[src/rtl/rx_hp_wr_addr_gen.sv]
// Huge-page write address allocator: carves per-frame qword slots out of two alternating driver huge pages.
// Optional idle force-close of partially filled pages is enabled with `define RX_HP_TIMEOUT_EN.
module rx_hp_wr_addr_gen #(
    parameter int          HP_BYTES_LOG2 = 21,
    parameter int          HDR_QW        = 8,
    parameter logic [15:0] TIMEOUT_CYC   = 16'd25000
) (
    input  logic                     trn_clk,
    input  logic                     reset,
    input  logic [63:0]              huge_page_addr_1,
    input  logic [63:0]              huge_page_addr_2,
    input  logic                     huge_page_status_1,
    input  logic                     huge_page_status_2,
    output logic                     huge_page_free_1,
    output logic                     huge_page_free_2,
    input  logic                     pkt_req,
    input  logic [8:0]               pkt_len_qw,
    output logic                     pkt_gnt,
    output logic [63:0]              pkt_addr,
    input  logic                     dma_idle,
    output logic                     close_valid,
    output logic                     close_page,
    output logic [HP_BYTES_LOG2-4:0] close_qw
);

    localparam int OFF_W = HP_BYTES_LOG2 - 2;
    localparam int CQ_W  = HP_BYTES_LOG2 - 3;
    localparam logic [OFF_W-1:0] HP_QW_C  = OFF_W'(1) << CQ_W;
    localparam logic [OFF_W-1:0] HDR_QW_C = OFF_W'(HDR_QW);

    localparam logic [2:0] WAIT1  = 3'd0;
    localparam logic [2:0] ACT1   = 3'd1;
    localparam logic [2:0] CLOSE1 = 3'd2;
    localparam logic [2:0] WAIT2  = 3'd3;
    localparam logic [2:0] ACT2   = 3'd4;
    localparam logic [2:0] CLOSE2 = 3'd5;

    logic [2:0]       state_r,     state_nxt_s;
    logic [63:0]      base_r,      base_nxt_s;
    logic [OFF_W-1:0] offset_r,    offset_nxt_s;
    logic             pkt_gnt_r,   gnt_nxt_s;
    logic [63:0]      pkt_addr_r,  addr_nxt_s;
    logic             free_1_r,    free_1_nxt_s;
    logic             free_2_r,    free_2_nxt_s;
    logic             close_vld_r, close_vld_nxt_s;
    logic             close_pg_r,  close_pg_nxt_s;
    logic [CQ_W-1:0]  close_qw_r,  close_qw_nxt_s;
    logic [OFF_W-1:0] sum_s;
    logic             fit_s;
    logic [2:0]       close_of_act_s;
`ifdef RX_HP_TIMEOUT_EN
    logic [15:0]      idle_cnt_r,  idle_nxt_s;
`else
    logic             unused_timeout_s;
    assign unused_timeout_s = ^TIMEOUT_CYC;
`endif

    // Offset arithmetic is one bit wider than a page so an overflowing frame cannot wrap into a false fit.
    assign sum_s          = offset_r + OFF_W'(pkt_len_qw);
    assign fit_s          = (sum_s <= HP_QW_C);
    assign close_of_act_s = (state_r == ACT1) ? CLOSE1 : CLOSE2;

    // Next-state and next-output computation for the page alternation FSM.
    always_comb begin
        state_nxt_s     = state_r;
        base_nxt_s      = base_r;
        offset_nxt_s    = offset_r;
        gnt_nxt_s       = 1'b0;
        addr_nxt_s      = pkt_addr_r;
        free_1_nxt_s    = 1'b0;
        free_2_nxt_s    = 1'b0;
        close_vld_nxt_s = 1'b0;
        close_pg_nxt_s  = close_pg_r;
        close_qw_nxt_s  = close_qw_r;
`ifdef RX_HP_TIMEOUT_EN
        idle_nxt_s      = idle_cnt_r;
`endif
        case (state_r)
            WAIT1: begin
                if (huge_page_status_1) begin
                    base_nxt_s   = huge_page_addr_1;
                    offset_nxt_s = HDR_QW_C;
                    state_nxt_s  = ACT1;
`ifdef RX_HP_TIMEOUT_EN
                    idle_nxt_s   = 16'd0;
`endif
                end else begin
                    state_nxt_s = WAIT1;
                end
            end
            WAIT2: begin
                if (huge_page_status_2) begin
                    base_nxt_s   = huge_page_addr_2;
                    offset_nxt_s = HDR_QW_C;
                    state_nxt_s  = ACT2;
`ifdef RX_HP_TIMEOUT_EN
                    idle_nxt_s   = 16'd0;
`endif
                end else begin
                    state_nxt_s = WAIT2;
                end
            end
            ACT1, ACT2: begin
                // A request seen during the grant pulse is the one just served, so it is skipped.
                if (pkt_req && !pkt_gnt_r) begin
                    if (fit_s) begin
                        gnt_nxt_s    = 1'b1;
                        addr_nxt_s   = base_r + {{(64-OFF_W-3){1'b0}}, offset_r, 3'b000};
                        offset_nxt_s = sum_s;
`ifdef RX_HP_TIMEOUT_EN
                        idle_nxt_s   = 16'd0;
`endif
                        if (sum_s == HP_QW_C) begin
                            state_nxt_s = close_of_act_s;
                        end else begin
                            state_nxt_s = state_r;
                        end
                    end else begin
                        state_nxt_s = close_of_act_s;
                    end
                end else begin
`ifdef RX_HP_TIMEOUT_EN
                    if (offset_r > HDR_QW_C) begin
                        if ((idle_cnt_r + 16'd1) >= TIMEOUT_CYC) begin
                            state_nxt_s = close_of_act_s;
                        end else begin
                            idle_nxt_s = idle_cnt_r + 16'd1;
                        end
                    end else begin
                        idle_nxt_s = 16'd0;
                    end
`else
                    state_nxt_s = state_r;
`endif
                end
            end
            CLOSE1: begin
                if (dma_idle) begin
                    free_1_nxt_s    = 1'b1;
                    close_vld_nxt_s = 1'b1;
                    close_pg_nxt_s  = 1'b0;
                    close_qw_nxt_s  = CQ_W'(offset_r - HDR_QW_C);
                    state_nxt_s     = WAIT2;
                end else begin
                    state_nxt_s = CLOSE1;
                end
            end
            CLOSE2: begin
                if (dma_idle) begin
                    free_2_nxt_s    = 1'b1;
                    close_vld_nxt_s = 1'b1;
                    close_pg_nxt_s  = 1'b1;
                    close_qw_nxt_s  = CQ_W'(offset_r - HDR_QW_C);
                    state_nxt_s     = WAIT1;
                end else begin
                    state_nxt_s = CLOSE2;
                end
            end
            default: begin
                state_nxt_s = WAIT1;
            end
        endcase
    end

    // State and registered outputs; reset drops any open page without returning it.
    always_ff @(posedge trn_clk) begin
        if (reset) begin
            state_r     <= WAIT1;
            base_r      <= 64'd0;
            offset_r    <= {OFF_W{1'b0}};
            pkt_gnt_r   <= 1'b0;
            pkt_addr_r  <= 64'd0;
            free_1_r    <= 1'b0;
            free_2_r    <= 1'b0;
            close_vld_r <= 1'b0;
            close_pg_r  <= 1'b0;
            close_qw_r  <= {CQ_W{1'b0}};
`ifdef RX_HP_TIMEOUT_EN
            idle_cnt_r  <= 16'd0;
`endif
        end else begin
            state_r     <= state_nxt_s;
            base_r      <= base_nxt_s;
            offset_r    <= offset_nxt_s;
            pkt_gnt_r   <= gnt_nxt_s;
            pkt_addr_r  <= addr_nxt_s;
            free_1_r    <= free_1_nxt_s;
            free_2_r    <= free_2_nxt_s;
            close_vld_r <= close_vld_nxt_s;
            close_pg_r  <= close_pg_nxt_s;
            close_qw_r  <= close_qw_nxt_s;
`ifdef RX_HP_TIMEOUT_EN
            idle_cnt_r  <= idle_nxt_s;
`endif
        end
    end

    assign pkt_gnt          = pkt_gnt_r;
    assign pkt_addr         = pkt_addr_r;
    assign huge_page_free_1 = free_1_r;
    assign huge_page_free_2 = free_2_r;
    assign close_valid      = close_vld_r;
    assign close_page       = close_pg_r;
    assign close_qw         = close_qw_r;

endmodule
[config.mk]
export PLATFORM = sky130hd
export DESIGN_NAME = rx_hp_wr_addr_gen
export DESIGN_NICKNAME = d
export VERILOG_FILES = /design/src/rtl/rx_hp_wr_addr_gen.sv
export SDC_FILE = /design/constraint.sdc
export NUM_CORES = 1
export LEC_CHECK = 0
export CORE_MARGIN = 2
export CORE_UTILIZATION = 30
export CTS_CLUSTER_SIZE = 30
export DETAILED_ROUTE_END_ITERATION = 8
export MAX_ROUTING_LAYER = met4
export PLACE_DENSITY = 0.51
export SYNTH_ARGS = -nofsm -noshare
export SYNTH_HDL_FRONTEND = slang
export SYNTH_SLANG_ARGS = --single-unit
[constraint.sdc]
create_clock -name trn_clk -period 3.85 [get_ports trn_clk]
set_clock_uncertainty 0.05 [all_clocks]
set_input_delay 0.77 -clock trn_clk [delete_from_list [all_inputs] [get_ports trn_clk]]
set_output_delay 0.77 -clock trn_clk [all_outputs]
set_load 0.1 [all_outputs]
[Yosys cells after proc, flatten, opt, wreduce, memory -nomap -nowiden]
Index checks and enable logic that the tools add are counted.
Word-level totals
  memories: 0
  bits in registers: 173
  memory bits (read-only): 0
  word-level logic and storage cells: 72
  latch bits: 0
  memory bits (writable): 0
  bits of input ports: 143
Operators by class
  eq/ne operators: 13
  divide/modulo/power cells: 0
  reduce and logical (&&, ||, !) cells: 18
  $lt $le $gt $ge: 1
  add/subtract/negate cells: 3
  muxes and demuxes: 22
  multiply operators: 0
  bitwise operators: 5
  shift-type cells: 0
Operators by type and width (number)
  64-bit 2-to-1 mux: 2
  64-bit case mux with 2 select lines: 1
  19-bit 2-to-1 mux: 4
  64-bit by 22-bit adder with 64-bit output: 1
  19-bit case mux with 3 select lines: 1
  19-bit by 9-bit adder with 19-bit output: 1
  19-bit == test, second input constant: 1
  19-bit less-or-equal comparator, second input constant: 1
  3-bit 2-to-1 mux: 6
  18-bit by 4-bit subtractor with 18-bit output, second input constant: 1
  3-bit case mux with 5 select lines: 1
  2-bit != test, second input constant: 6
  2-bit OR reduction: 5
  3-bit AND reduction: 3
  3-bit by 2-bit == test with 1-bit output, second input constant: 2
  3-bit == test, second input constant: 2
  1-bit 2-to-1 mux: 6
  1-bit NOT: 5
  5-bit AND reduction: 1
  2-bit AND reduction: 2
  2-bit nonzero test: 2
  3-bit by 1-bit == test with 1-bit output, second input constant: 1
  3-bit logical NOT: 1
  3-bit != test, second input constant: 1
  5 further kinds: 5

[Longest topological paths before layout]
  depth in word-level cells: 6
  mapped depth: 13
  gate-level depth less buffers: 12

[Worst setup path before layout]
No wires, ideal clock.
  kind: input-to-reg
  start point: input port pkt_len_qw[0]
  end point: register offset_r[10]
  data required time: 3.726 ns
  library setup time: 0.074 ns
  stages on the path: 11
  slack: 0.313 ns
  arrival: 3.412 ns
  buffers on the path: 1
  path through: ha_1 > fa_1 > xor2_1 > or3_1 > a2111oi_2 > o2111ai_1 > and4bb_4 > a21oi_2 > buf_6 > or4_1 > a31oi_1
Between the ends
  longest elaborated chain between the ends: 4
  elaborated cells on any way between the ends: 7
  classes of those cells: 1 x add/sub; 1 x order compare; 1 x eq/ne; 3 x mux; 1 x reduce/logical
RTL lines
  start, declared: line 17  | input logic [8:0] pkt_len_qw,
  19-bit by 9-bit adder with 19-bit output *: line 59  | assign sum_s = offset_r + OFF_W'(pkt_len_qw);
  19-bit less-or-equal comparator / 19-bit 2-to-1 mux (equally long branches): line 60, 106
  2-bit != test (no source line) / 19-bit 2-to-1 mux (equally long branches)
  5-bit AND reduction (no source line) / 19-bit case mux with 3 select lines (equally long branches)
  end signal, assigned: line 170  | offset_r <= {OFF_W{1'b0}};
  end signal, assigned: line 184  | offset_r <= offset_nxt_s;
  end, declared: line 40  | logic [OFF_W-1:0] offset_r, offset_nxt_s;
Mark *: on every way between the ends. The rest lies on a longest branch, timed or not. The select of a mux whose other input is x is not followed.
A chain may end at the register's enable or synchronous reset.

[Final worst setup path]
  start point: input port pkt_len_qw[0]
  end point: register offset_r[11]
The elaborated chain is that of the path after synthesis.

==> key figures <==
Critical path
  • Critical Path Source Type: input port
  • Cells along the critical path: clkdlybuf4s50_1 > ha_1 > fa_1 > xor2_1 > or3_1 > a2111oi_2 > o2111ai_1 > and4bb_4 > buf_4 > a21o_4 > buf_4 > a21oi_1 > a311oi_1
  • Worst endpoint required time: 4130 ps
  • Worst-path fanout max: 8
  • Buffering stage count on the worst path with inverters included: 3
  • Worst Setup End Kind: register
  • Crit path max-delay family: compound AO/OA/AOI/OAI gates
  • Arrival time at the worst endpoint: 4010 ps
  • Slowest cell on the critical path: sky130_fd_sc_hd__fa_1
  • Type of the worst setup path: in -> reg
  • Slowest stage delay, CP: 420 ps
  • Cell mode on critical path: sky130_fd_sc_hd__buf_4

Finish
  • Fill cells: 3233
  • Number of standard cells in the final layout excluding fillers: 1844
  • Share of cells above drive strength 1: 8.807%
  • Layout overhead on the synthesized area: 37.75%
  • NumNets Final: 1604
  • Number of antenna diodes: 0

Floorplan
  • Site row count: 65
  • Die Width: 182.9 um
  • Full die area: 33450 um2
  • Floorplan die height: 182.9 um
  • Number of top-level pins: 230
  • Effective utilization at floorplan: 30.43%
  • Floorplan core area: 31560 um2

Run
  • Max-capacitance violation count: 0

Synth
  • Synth top area cells: sky130_fd_sc_hd__dfxtp_1 36%, sky130_fd_sc_hd__a311oi_1 6.0%, sky130_fd_sc_hd__nand3_1 5.9%
  • Async set-reset flop share out of synthesis: 0%
  • Dominant cell type by area after synthesis: sky130_fd_sc_hd__dfxtp_1
  • Share of the yosys chip area belonging to registers: 36.07%
  • Primary FF master, synth: sky130_fd_sc_hd__dfxtp_1
  • Post-synth net total: 1394
  • Post-synthesis cell area: 9602 um2
  • EDFF count, synth: 0
  • Flip-flop and latch count after synthesis: 173
  • Mean instance size in the synthesized netlist: 7.870 um2
  • Count of unique library cells instantiated by Yosys: 62
  • Number of standard cells after synthesis: 1220
  • Share of the synthesized area in the top cell type: 36.07%
  • Yosys synthesis warning count: 0

Clocking
  • Number of CTS-inserted buffers: 17
  • CTS clock-pin slew for the worst setup and hold paths: 70 ps
  • H-tree depth: 4
  • Maximum count of clock buffers along a single path: 2
  • Hold-fix buffer count after cts: 0
  • Clock Root Buffer: sky130_fd_sc_hd__clkbuf_16
  • Clock latency of the later-clocked register in the worst-skew pair: 430 ps
  • Num Clock Sinks: 173
  • Setup fix buffers added after clock tree synthesis: 0
  • CTS tree: done

Global route
  • Overall routing resource usage: 20.38%
  • Wire length of the first global-routing pass: 52610 um
  • Residual overflow from global routing: 0
  • Initial antenna violation count: 0
  • Vias in the first global route: 9492
  • Maximum number of pins on one net before global-route repair: 73

Min path
  • Worst hold-check path type: reg -> reg

Timing
  • RSZ-0062 raised after global routing: yes
  • Final setup violation count: 0
  • Worst max-slew margin expressed relative to the limit: 28.83%
  • Min Clock Period, post-route: 3736 ps
  • Number of endpoints with negative hold slack in the final report: 0
  • Hold WS: 401.3 ps
  • Aggregate negative setup slack: 0 ps
  • Final number of max-transition violations: 0
  • Share of the clock period used by the worst path: 97.04%
  • Fmax achieved: 267.7 MHz
  • Worst Tran Pin Value: 1064 ps

Routing
  • Total vias in the final route: 9712
  • Average wire per standard cell: 18.25 um
  • Number of remaining DRC errors: 0
  • Sum of routed wire length over all layers: 33660 um
  • ANT nets after route: 0
  • Initial DRT Pass Iterations: 5
  • First-iteration detailed-routing DRC count: 576
  • Vias per cell: 5.267

Pwr
  • P per Cell Area: 377.3 nW/um2
  • Total power draw: 0.004991 W
  • Worst supply voltage drop on vdd: 289.0 uV
  • Leakage Power: 4.924 nW

Placement
  • Number of cells after detailed placement: 1812
  • GP Congestion: 0.8646
  • Input/output buffers: 229
  • Post-DP HPWL: 24330 um

Run status
  • Result of the run: finished, final reports clean
[registers in the layout, indices dropped and copies added, names as in the netlist, 3 cells and up]
name	count
base_r	64
close_qw	18
pkt_addr	64
offset_r	19
state_r	3
[cells in the final DEF, fill, tap and decap left out, drive strengths merged, types with 4 or more instances in the layout]
cell / n
and3: 19
clkinvlp: 4
a21o: 11
clkbuf: 18
nand4: 17
nor4: 4
a31oi: 13
and4: 7
o21bai: 6
xnor2: 35
or4: 5
o2111ai: 4
clkdlybuf4s50: 227
ha: 29
a211oi: 41
nand2: 143
nor2b: 7
xor2: 44
nor3: 33
a32oi: 4
a311oi: 66
nand2b: 4
o21a: 4
a21oi: 100
o211ai: 7
inv: 21
nand3: 114
nor2: 98
buf: 69
a31o: 4
or3: 5
o21ai: 44
dfxtp: 173
a22oi: 14
and2: 7
clkinv: 4
[routing by layer]
| layer | up-vias | GRT usage [%] | wire length, um |
|---|---|---|---|
| li1 | 4893 | - | - |
| met1 | 4566 | 26.05 | 15700 |
| met2 | 226 | 32.84 | 15630 |
| met3 | 27 | 4.984 | 1858 |
| met4 | 0 | 4.192 | 467 |
| met5 | - | - | 0 |
[timing repair]
action / CTS / global route
gates resized for setup: 0 / 7
endpoints found under the setup margin: 0 / 60
endpoints found under the hold margin: 0 / 0
[report_power, final]
group          total (W)  leakage, nW  internal, W  switching [W]
registers        0.00200         1.42      0.00190       0.000100
clock network    0.00182        0.283     0.000983       0.000841
logic            0.00117         3.22     0.000446       0.000723
[cells in the mapped netlist (2+ instances only)]
cell,count
sky130_fd_sc_hd__dfxtp_1,173
sky130_fd_sc_hd__nand2_1,143
sky130_fd_sc_hd__nand3_1,114
sky130_fd_sc_hd__a21oi_1,98
sky130_fd_sc_hd__nor2_1,97
sky130_fd_sc_hd__clkbuf_1,87
sky130_fd_sc_hd__a311oi_1,66
sky130_fd_sc_hd__xor2_1,44
sky130_fd_sc_hd__o21ai_0,42
sky130_fd_sc_hd__a211oi_1,41
sky130_fd_sc_hd__xnor2_1,35
sky130_fd_sc_hd__nor3_1,33
sky130_fd_sc_hd__ha_1,29
sky130_fd_sc_hd__and3_1,19
sky130_fd_sc_hd__nand4_1,17
sky130_fd_sc_hd__inv_1,16
sky130_fd_sc_hd__a22oi_1,14
sky130_fd_sc_hd__a31oi_1,13
sky130_fd_sc_hd__buf_2,12
sky130_fd_sc_hd__a21o_1,11
sky130_fd_sc_hd__and4_1,7
sky130_fd_sc_hd__nor2b_1,7
sky130_fd_sc_hd__o211ai_1,7
sky130_fd_sc_hd__and2_1,6
sky130_fd_sc_hd__buf_1,6
sky130_fd_sc_hd__o21bai_1,6
sky130_fd_sc_hd__or3_1,5
sky130_fd_sc_hd__or4_1,5
sky130_fd_sc_hd__a31o_2,4
sky130_fd_sc_hd__a32oi_1,4
sky130_fd_sc_hd__nand2b_1,4
sky130_fd_sc_hd__o2111ai_1,4
sky130_fd_sc_hd__o21a_1,4
sky130_fd_sc_hd__mux2i_1,3
sky130_fd_sc_hd__nand3b_1,3
sky130_fd_sc_hd__nand4b_1,3
sky130_fd_sc_hd__nor3b_1,3
sky130_fd_sc_hd__nor4_1,3
sky130_fd_sc_hd__o31ai_1,3
sky130_fd_sc_hd__a21oi_2,2
sky130_fd_sc_hd__a221oi_1,2
sky130_fd_sc_hd__fa_1,2
sky130_fd_sc_hd__o21ai_1,2
sky130_fd_sc_hd__o2bb2ai_1,2
sky130_fd_sc_hd__o41ai_1,2
[cell type report]
type | count | area [um2] | area share [%]
clock inverters | 14 | 182.7 | 1.381
well taps | 402 | 503.0 | 3.803
flip-flops and latches | 173 | 3465 | 26.19
inverters | 17 | 63.81 | 0.4825
repair buffers | 297 | 2853 | 21.57
clock buffers | 17 | 425.4 | 3.216
multi-input cells | 924 | 5734 | 43.35
[cell families (layout without fill, tap and decap cells)]
logic type / after synthesis / in the layout / synth area share, %
simple gates: 477 / 477 / 23.60
compound gates: 334 / 334 / 23.57
flops: 173 / 173 / 36.07
buf+inv: 123 / 345 / 5.043
xor+xnor: 79 / 79 / 7.206
fa+ha+maj: 31 / 31 / 4.196
mux: 3 / 3 / 0.3128
[worst reg2reg max path, delay by kind of cell, from the launching register on]
family,cells,cell delay (ps)
compound gates,3,1140
simple gates,5,810
flops,1,680
fa+ha+maj,1,320
xor+xnor,1,200
[per-stage QoR]
step	instance area, um2	setup slack (ps)	util, %
4_1_cts	13160	54.73	41.71
2_1_floorplan	9602	313.3	-
5_1_grt	13230	-11.93	41.92
3_5_place_dp	12550	-377.8	39.79
3_3_place_gp	12550	-282.8	39.79
6_report	13230	113.9	41.92
[worst paths after layout]
path	slack [ps]	start	end	cells past startpoint
setup / recovery	110	pkt_len_qw[0]	offset_r[11]$_SDFFE_PP0P_	13
hold / removal	400	close_qw[10]$_SDFFE_PP0P_	close_qw[10]$_SDFFE_PP0P_	2
setup reg to reg	500	offset_r[11]$_SDFFE_PP0P_	pkt_addr[58]$_SDFFE_PP0P_	10
hold reg to reg	400	close_qw[10]$_SDFFE_PP0P_	close_qw[10]$_SDFFE_PP0P_	2
No activity file was read; power rests on OpenSTA's default activity.
